### src/rtl/mem_wb_stage.sv
// MEM/WB pipeline register and write-back datapath.
// Captures the MEM-stage result, aligns/extends load data, picks the
// write-back source, drives the register-file write port and counts
// instructions leaving WB.
module mem_wb_stage #(
  parameter int DATA_W = 32,
  parameter int REG_AW = 5
) (
  input  logic              clk,
  input  logic              rst,
  input  logic              stall,
  input  logic              flush,
  input  logic              in_valid,
  input  logic              in_reg_write,
  input  logic [REG_AW-1:0] in_wreg,
  input  logic [1:0]        in_mem_to_reg,
  input  logic [2:0]        in_load_type,
  input  logic [1:0]        in_addr_lo,
  input  logic [DATA_W-1:0] in_alu_result,
  input  logic [DATA_W-1:0] in_mem_rdata,
  input  logic [DATA_W-1:0] in_pc,
  output logic              RegWrite,
  output logic [REG_AW-1:0] w,
  output logic [DATA_W-1:0] wdata,
  output logic [DATA_W-1:0] wb_pc,
  output logic              wb_valid,
  output logic [31:0]       retired_cnt
);

  // Write-back source select; the reserved code falls back to the ALU.
  typedef enum logic [1:0] {
    WB_ALU  = 2'b00,
    WB_LOAD = 2'b01,
    WB_LINK = 2'b10
  } wb_sel_e;

  // Load width/extension; unknown codes behave as LW.
  typedef enum logic [2:0] {
    LD_W  = 3'b000,
    LD_H  = 3'b001,
    LD_HU = 3'b010,
    LD_B  = 3'b011,
    LD_BU = 3'b100
  } ld_type_e;

  // Everything the stage carries from MEM into WB.
  typedef struct packed {
    logic              valid;
    logic              reg_write;
    logic [REG_AW-1:0] wreg;
    logic [1:0]        mem_to_reg;
    logic [2:0]        load_type;
    logic [1:0]        addr_lo;
    logic [DATA_W-1:0] alu_result;
    logic [DATA_W-1:0] mem_rdata;
    logic [DATA_W-1:0] pc;
  } stage_t;

  stage_t            stg_q, stg_d;
  logic [31:0]       cnt_q;
  logic [7:0]        ld_byte;
  logic [15:0]       ld_half;
  logic [DATA_W-1:0] ld_val;
  logic [DATA_W-1:0] link_val;

  // Next stage contents: flush beats stall beats capture. A flush clears
  // every field so a bubble never leaks stale w/wdata onto the outputs.
  always_comb begin
    stg_d = stg_q;
    if (flush) begin
      stg_d = '0;
    end else if (!stall) begin
      stg_d.valid      = in_valid;
      stg_d.reg_write  = in_reg_write;
      stg_d.wreg       = in_wreg;
      stg_d.mem_to_reg = in_mem_to_reg;
      stg_d.load_type  = in_load_type;
      stg_d.addr_lo    = in_addr_lo;
      stg_d.alu_result = in_alu_result;
      stg_d.mem_rdata  = in_mem_rdata;
      stg_d.pc         = in_pc;
    end
  end

  // Stage register with asynchronous clear.
  always_ff @(posedge clk or posedge rst) begin
    if (rst) stg_q <= '0;
    else     stg_q <= stg_d;
  end

  // Retire counter: an instruction leaves WB on any non-stalled edge,
  // including a flushing one; bubbles are never counted. Wraps freely.
  always_ff @(posedge clk or posedge rst) begin
    if (rst)                      cnt_q <= '0;
    else if (stg_q.valid && !stall) cnt_q <= cnt_q + 32'd1;
  end

  // Little-endian lane pick for sub-word loads.
  always_comb begin
    ld_byte = stg_q.mem_rdata[{stg_q.addr_lo, 3'b000} +: 8];
    ld_half = stg_q.mem_rdata[{stg_q.addr_lo[1], 4'b0000} +: 16];
  end

  // Width/extension of the loaded value.
  always_comb begin
    ld_val = stg_q.mem_rdata;
    case (ld_type_e'(stg_q.load_type))
      LD_H:    ld_val = {{(DATA_W-16){ld_half[15]}}, ld_half};
      LD_HU:   ld_val = {{(DATA_W-16){1'b0}}, ld_half};
      LD_B:    ld_val = {{(DATA_W-8){ld_byte[7]}}, ld_byte};
      LD_BU:   ld_val = {{(DATA_W-8){1'b0}}, ld_byte};
      default: ld_val = stg_q.mem_rdata;
    endcase
  end

  // Return address for link instructions, modulo 2^DATA_W.
  always_comb link_val = stg_q.pc + DATA_W'(8);

  // Write-back source mux.
  always_comb begin
    wdata = stg_q.alu_result;
    case (wb_sel_e'(stg_q.mem_to_reg))
      WB_LOAD: wdata = ld_val;
      WB_LINK: wdata = link_val;
      default: wdata = stg_q.alu_result;
    endcase
  end

  // Register-file port and debug outputs; $0 is never written.
  always_comb begin
    RegWrite    = stg_q.valid & stg_q.reg_write & (stg_q.wreg != '0);
    w           = stg_q.wreg;
    wb_pc       = stg_q.pc;
    wb_valid    = stg_q.valid;
    retired_cnt = cnt_q;
  end

endmodule
### config.mk
export PLATFORM = sky130hd
export DESIGN_NAME = mem_wb_stage
export DESIGN_NICKNAME = d
export VERILOG_FILES = /design/src/rtl/mem_wb_stage.sv
export SDC_FILE = /design/constraint.sdc
export NUM_CORES = 1
export LEC_CHECK = 0
export ABC_AREA = 1
export BUFFER_PORTS_ARGS = -buffer_cell sky130_fd_sc_hd__buf_2
export CORE_MARGIN = 4
export CORE_UTILIZATION = 25
export CTS_CLUSTER_SIZE = 14
export DETAILED_ROUTE_END_ITERATION = 10
export PLACE_DENSITY = 0.4
export SETUP_SLACK_MARGIN = 0.1
export SLEW_MARGIN = 20
export SYNTH_ARGS = -nofsm -noshare
export SYNTH_HDL_FRONTEND = slang
export SYNTH_SLANG_ARGS = --single-unit
### constraint.sdc
create_clock -name clk -period 6.8 [get_ports clk]
set_input_delay 0.68 -clock clk [delete_from_list [all_inputs] [get_ports clk]]
set_output_delay 0.68 -clock clk [all_outputs]
set_load 0.05 [all_outputs]
==> results of run 1 <==
==> worst min-delay path by stage <==
stage	endpoint	slack, ns	cells past startpoint
floorplan	stg_q[108]	0.47	2
global placement	retired_cnt[28]	0.48	1
detailed placement	retired_cnt[28]	0.48	1
CTS	stg_q[72]	0.44	2
global route	stg_q[86]	0.46	3
finish	stg_q[72]	0.33	2
==> synthesized netlist by cell type (all sizes together) <==
cell | n | share of area
nand3b | 1 | 0.00086
xnor2 | 12 | 0.012
buf | 66 | 0.052
nand4 | 11 | 0.0079
nand2b | 1 | 0.00072
nand3 | 222 | 0.14
nor3b | 1 | 0.00086
ha | 4 | 0.0057
nor4 | 2 | 0.0014
xor2 | 14 | 0.014
o311ai | 1 | 0.0010
nor2 | 98 | 0.046
inv | 108 | 0.047
clkbuf | 32 | 0.015
o21ai | 104 | 0.060
and2 | 1 | 0.00072
nor3 | 7 | 0.0046
a31oi | 2 | 0.0014
nand2 | 352 | 0.16
dfrtp | 142 | 0.41
a21oi | 45 | 0.027
clkinv | 2 | 0.0011
or2 | 1 | 0.00072
==> stage by stage <==
step	hold slack, ns	power (µW)	util	instances
4_1_cts	0.444	2620	0.306	1842
6_report	0.333	2590	0.306	1845
3_5_place_dp	0.485	1520	0.286	1810
2_1_floorplan	0.470	1340	-	1229
3_3_place_gp	0.482	1520	0.286	1810
5_1_grt	0.458	2710	0.306	1843
==> layer usage <==
| layer | wire length (µm) | up-vias | share of wire | track usage |
|---|---|---|---|---|
| met5 | 69 | - | 0.0019 | 0 |
| met4 | 784 | 12 | 0.021 | 0.0551 |
| met3 | 2680 | 49 | 0.073 | 0.0629 |
| met2 | 15700 | 264 | 0.43 | 0.281 |
| met1 | 17300 | 4026 | 0.47 | 0.268 |
| li1 | - | 4240 | - | - |
==> final cells by class <==
cell class,instances,area [µm²]
fillers,3882,23900
multi-input cells,879,4170
flip-flops and latches,142,3550
repair buffers,224,1140
well taps,455,569
clock buffers,19,433
inverters,110,425
clock inverters,13,236
diodes,3,7.51
==> state kept, by name (all words and copies together) (netlist names) <==
register / flops
stg_q: 72
retired_cnt: 32
wb_valid: 1
wb_pc: 32
w: 5
==> cells by family (layout without fill, tap and decap cells) <==
kind of cell / count (synthesis) / count (layout) / share of synthesized area
adders and majority gates: 4 / 4 / 0.00574
buffers and inverters: 208 / 366 / 0.115
DFF: 142 / 142 / 0.408
other: 0 / 3 / 0
AOI/OAI and AO/OA: 152 / 152 / 0.0893
and+or+nand+nor: 697 / 697 / 0.357
xor gates and xnor gates: 26 / 26 / 0.0261
==> power groups by stage <==
stage / Combinational [µW] / Sequential, µW / Clock, µW
global route: 597 / 955 / 1160
CTS: 554 / 948 / 1120
detailed placement: 553 / 962 / 0
finish: 547 / 947 / 1100
floorplan: 354 / 987 / 0
global placement: 554 / 963 / 0
==> run metrics, run 1 <==
status=finished clean; Slew Viols, Final=0; IO Pins=217; final setup vio count=0; worst setup path start=stg_q[102]; Clk network pwr share=0.423; final clock skew=0.00643 ns; # Max-Cap Violations=0; # Post-CTS Setup Buffers=0; Crit path top cell by count=nand2_1; CP max stage delay=0.58 ns; Initial DRC Count=655; min Tclk post-route=3.52 ns; DIE HEIGHT=195 µm; Fin Setup TNS=0 ns; CTS Buf Count=17; clk root buf=clkbuf_16; grt ovf=0; post-CTS sizing=0; Post-Route WL=36600 µm; Worst R2R End=retired_cnt[28]; Net Sw Frac=0.339; nature of the critical path startpoint=flop; Site Rows=68; Net Count, Synth=1347; commonest non-fill, non-tap cell in the layout=nand2_1; antenna violations before repair=9; Tot GR Track Use=0.191; Pwr Density=246 mW/mm²; DPL Wire Length=27800 µm; Crit path max-delay family=buffers and inverters; WL per Instance=19.8 µm; port bufs=216; Area Growth Syn to Fin=20.8%; Comb pwr share=0.211; Die Wd=195 µm; vias per cell=4.66; Placer Congestion=0.875; register-to-register setup slack=5.09 ns; Hold Path Class=input pin to asynchronous set/reset pin; clk sinks=142; Critical path buffers and inverters=4; Mapped Area=0.00872 mm²; critical path, cell by cell=inv_1, ha_1, buf_4, inv_1, a21oi_1, nand2_1, nand2_1, nand2_1, nand2_1, buf_2; clock tree buffer depth=2; worst setup path class=flop to output pin; Worst Reg-to-Reg Cells=7; clk slew on worst S/H paths=0.07 ns; fmax=0.284 GHz; register area share after synthesis=0.408; Critical Path RT=6.12 ns; Reg power frac=0.366; CTS tree=done; setup slack after layout=3.28 ns; first-pass iteration count of the detailed router=5; core footprint=0.0345 mm²; Die Area=0.0379 mm²; Synth warnings=0; most frequent cells in the layout=342 x nand2_1, 216 x buf_2, 211 x nand3_1; Post-CTS Hold Fix Bufs=0; vias in the first global route=8567; worst r2r src=retired_cnt[1]; relative slew slack=0.269; Worst-Margin Slew=1.10 ns; critical path endpoint=wdata[17]; Yosys reg bits=142; final hold violation count=0; Worst VDD drop=0.162 mV; post-route ant nets=0; crit-path max FO=17; Slowest-stage cell, CP=a21oi_1; Internal=1710 µW; Placed Area=0.00986 mm²; Netlist cell types=39; post-route cell area=0.0105 mm²; crit end category=output pin; Post-Place Worst Slack=3.76 ns; Leak=0.00526 µW; NetSw=879 µW; CP arrival=2.84 ns; nets@finish=1492; layout cells sized above 1=0.214; RSZ-0062 raised after global routing=false; worst skew pair latency=0.43 ns; routed vias=8591; DRC viols=0; first-pass GRT wire length=55200 µm; Syn Inst Count=1229; Avg Cell Area, Syn=7.09 µm²; critical path depth in cells=10; Starting Density=0.253; pin count of the biggest net entering global routing=97; Final period util=0.518; H-tree Lvls=4
Power figures use the tool's default switching activity.
==> inputs of run 2 (changes only) <==
==> constraint.sdc (replaced) <==
create_clock -name clk -period 3.7 [get_ports clk]
set_input_delay 0.37 -clock clk [delete_from_list [all_inputs] [get_ports clk]]
set_output_delay 0.37 -clock clk [all_outputs]
set_load 0.05 [all_outputs]
==> run 2 against run 1 <==
- combinational power grew 82%
- clock-buffer cell count shrank 1
- first-iteration DRC count shrank 13%
- final cell count grew 0.11%
- largest cell class unchanged
- sequential power grew 84%
- sequential share of layout area grew 0.23 points
- die area is the same
- clock power grew 52%
- critical path depth is the same
==> run metrics, run 2 (synthesized netlist as in run 1, its figures left out) <==
status=finished clean (unchanged); Die Wd=195 µm (unchanged); IO Pins=217 (unchanged); multi-input logic area=0.00417 mm² (unchanged); clk sinks=142 (unchanged); worst skew pair latency=0.43 ns (about the same); layout cells sized above 1=0.216 (was 0.214); Placed Area=0.00991 mm² (was 0.00986 mm²); vias per cell=4.64 (was 4.66); first-pass iteration count of the detailed router=5 (unchanged); Worst-Margin Slew=0.831 ns (was 1.10 ns); clk slew on worst S/H paths=0.07 ns (about the same); CTS tree=done (unchanged); post-route cell area=0.0105 mm² (about the same); Tot GR Track Use=0.188 (was 0.191); vias in the first global route=8657 (was 8567); fmax=0.328 GHz; Critical Path RT=3.33 ns (was 6.12 ns); crit end category=output pin (unchanged); min Tclk post-route=3.05 ns; worst setup path class=flop to output pin (unchanged); final setup vio count=0 (unchanged); clk root buf=clkbuf_16 (unchanged); total power=4400 µW (was 2590 µW); most frequent cells in the layout=342 x nand2_1, 216 x buf_2, 211 x nand3_1 (unchanged); pin count of the biggest net entering global routing=143 (was 97); setup slack after layout=0.651 ns (was 3.28 ns); DPL Wire Length=27600 µm (was 27800 µm); commonest non-fill, non-tap cell in the layout=nand2_1 (unchanged); Area Growth Syn to Fin=20.0% (was 20.8%); port bufs=216 (unchanged); relative slew slack=0.446 (was 0.269); Die Area=0.0379 mm² (unchanged); Leak=0.00521 µW (was 0.00526 µW); Reg power frac=0.395 (was 0.366); core footprint=0.0345 mm² (unchanged); Initial DRC Count=570 (was 655); Reg with most FFs=stg_q (unchanged); post-route ant nets=0 (unchanged); Final period util=0.824; RSZ-0062 raised after global routing=false (unchanged); Filler cells=3876 (was 3882); # Max-Cap Violations=0 (unchanged); crit-path max FO=5 (was 17); grt ovf=0 (unchanged); WL per Instance=19.6 µm (was 19.8 µm); max reg flops=72 (unchanged); Clk network pwr share=0.379 (was 0.423); clock tree buffer depth=2 (unchanged); NetSw=1600 µW (was 879 µW); Pwr Density=420 mW/mm² (was 246 mW/mm²); Net Sw Frac=0.363 (was 0.339); final hold violation count=0 (unchanged); DRC viols=0 (unchanged); Hold WS=0.167 ns (was 0.333 ns); # Post-CTS Setup Buffers=0 (unchanged); Post-Route WL=36100 µm (was 36600 µm); Site Rows=68 (unchanged); Hold Path Class=input pin to flop (was input pin to asynchronous set/reset pin); H-tree Lvls=4 (unchanged); first-pass GRT wire length=54900 µm (was 55200 µm); Starting Density=0.253 (unchanged); DIE HEIGHT=195 µm (unchanged); routed vias=8573 (was 8591); final clock skew=0.0117 ns (was 0.00643 ns); Fin Setup TNS=0 ns (unchanged); Placer Congestion=0.936 (was 0.875); Post-CTS Hold Fix Bufs=0 (unchanged); Seq. cell area=0.00355 mm² (unchanged); Worst VDD drop=0.288 mV (was 0.162 mV); Slew Viols, Final=0 (unchanged); CTS Buf Count=17 (unchanged); Post-Place Worst Slack=1.14 ns (was 3.76 ns); CP arrival=2.68 ns (was 2.84 ns); Internal=2800 µW (was 1710 µW); post-CTS sizing=0 (unchanged); Comb pwr share=0.227 (was 0.211); nature of the critical path startpoint=flop (unchanged); nets@finish=1496 (was 1492); antenna violations before repair=4 (was 9)
## run 2: metrics by stage
stage,utilization,instances
after floorplan,-,1229
final,0.304,1847
after CTS,0.304,1845
after detailed placement,0.288,1814
after global placement,0.288,1814
after global routing,0.304,1845
## run 2: path summary, 6_finish.rpt
path	cells after the start	from	slack, ns	end
max	10	wb_pc[4]	0.65	wdata[23]
min	3	in_alu_result[25]	0.17	stg_q[89]
max reg2reg	9	retired_cnt[1]	1.98	retired_cnt[30]
min reg2reg	1	retired_cnt[13]	0.49	retired_cnt[13]
max in group asynchronous	3	rst	2.91	wb_pc[18]
min in group asynchronous	3	rst	0.18	w[0]
## run 2: final cells by class
class | count | share of cell area
antenna | 2 | 0.000478
clock buffer | 18 | 0.0410
clock inverter | 13 | 0.0114
inverter | 110 | 0.0405
multi-input combinational | 879 | 0.398
sequential | 142 | 0.340
tap | 455 | 0.0544
timing repair buffer | 228 | 0.114
## run 2: critical path, stage by stage, from the launching register on
cell and delay, ns:
dfrtp_1 0.50, ha_1 0.29, nand3_1 0.16, inv_1 0.14, nand3_1 0.19, o21ai_0 0.22
nand3_1 0.18, nand2_1 0.12, nand2_1 0.08, nand2_1 0.08, buf_2 0.26
## run 2: metal layers
layer / share of wire / up-vias / routed length [µm] / global-route usage
met5: 0.00069 / - / 25 / 0
met4: 0.028 / 4 / 1030 / 0.0592
met3: 0.048 / 37 / 1730 / 0.0397
met2: 0.44 / 219 / 15800 / 0.284
met1: 0.49 / 4066 / 17600 / 0.270
li1: - / 4247 / - / -
## run 2: power by group through the flow
| stage | Sequential (µW) | Combinational [µW] | Clock [µW] |
|---|---|---|---|
| floorplan | 1810 | 651 | 0 |
| global placement | 1760 | 1010 | 0 |
| detailed placement | 1760 | 1010 | 0 |
| CTS | 1740 | 1010 | 1700 |
| global route | 1750 | 1080 | 1770 |
| finish | 1740 | 998 | 1670 |
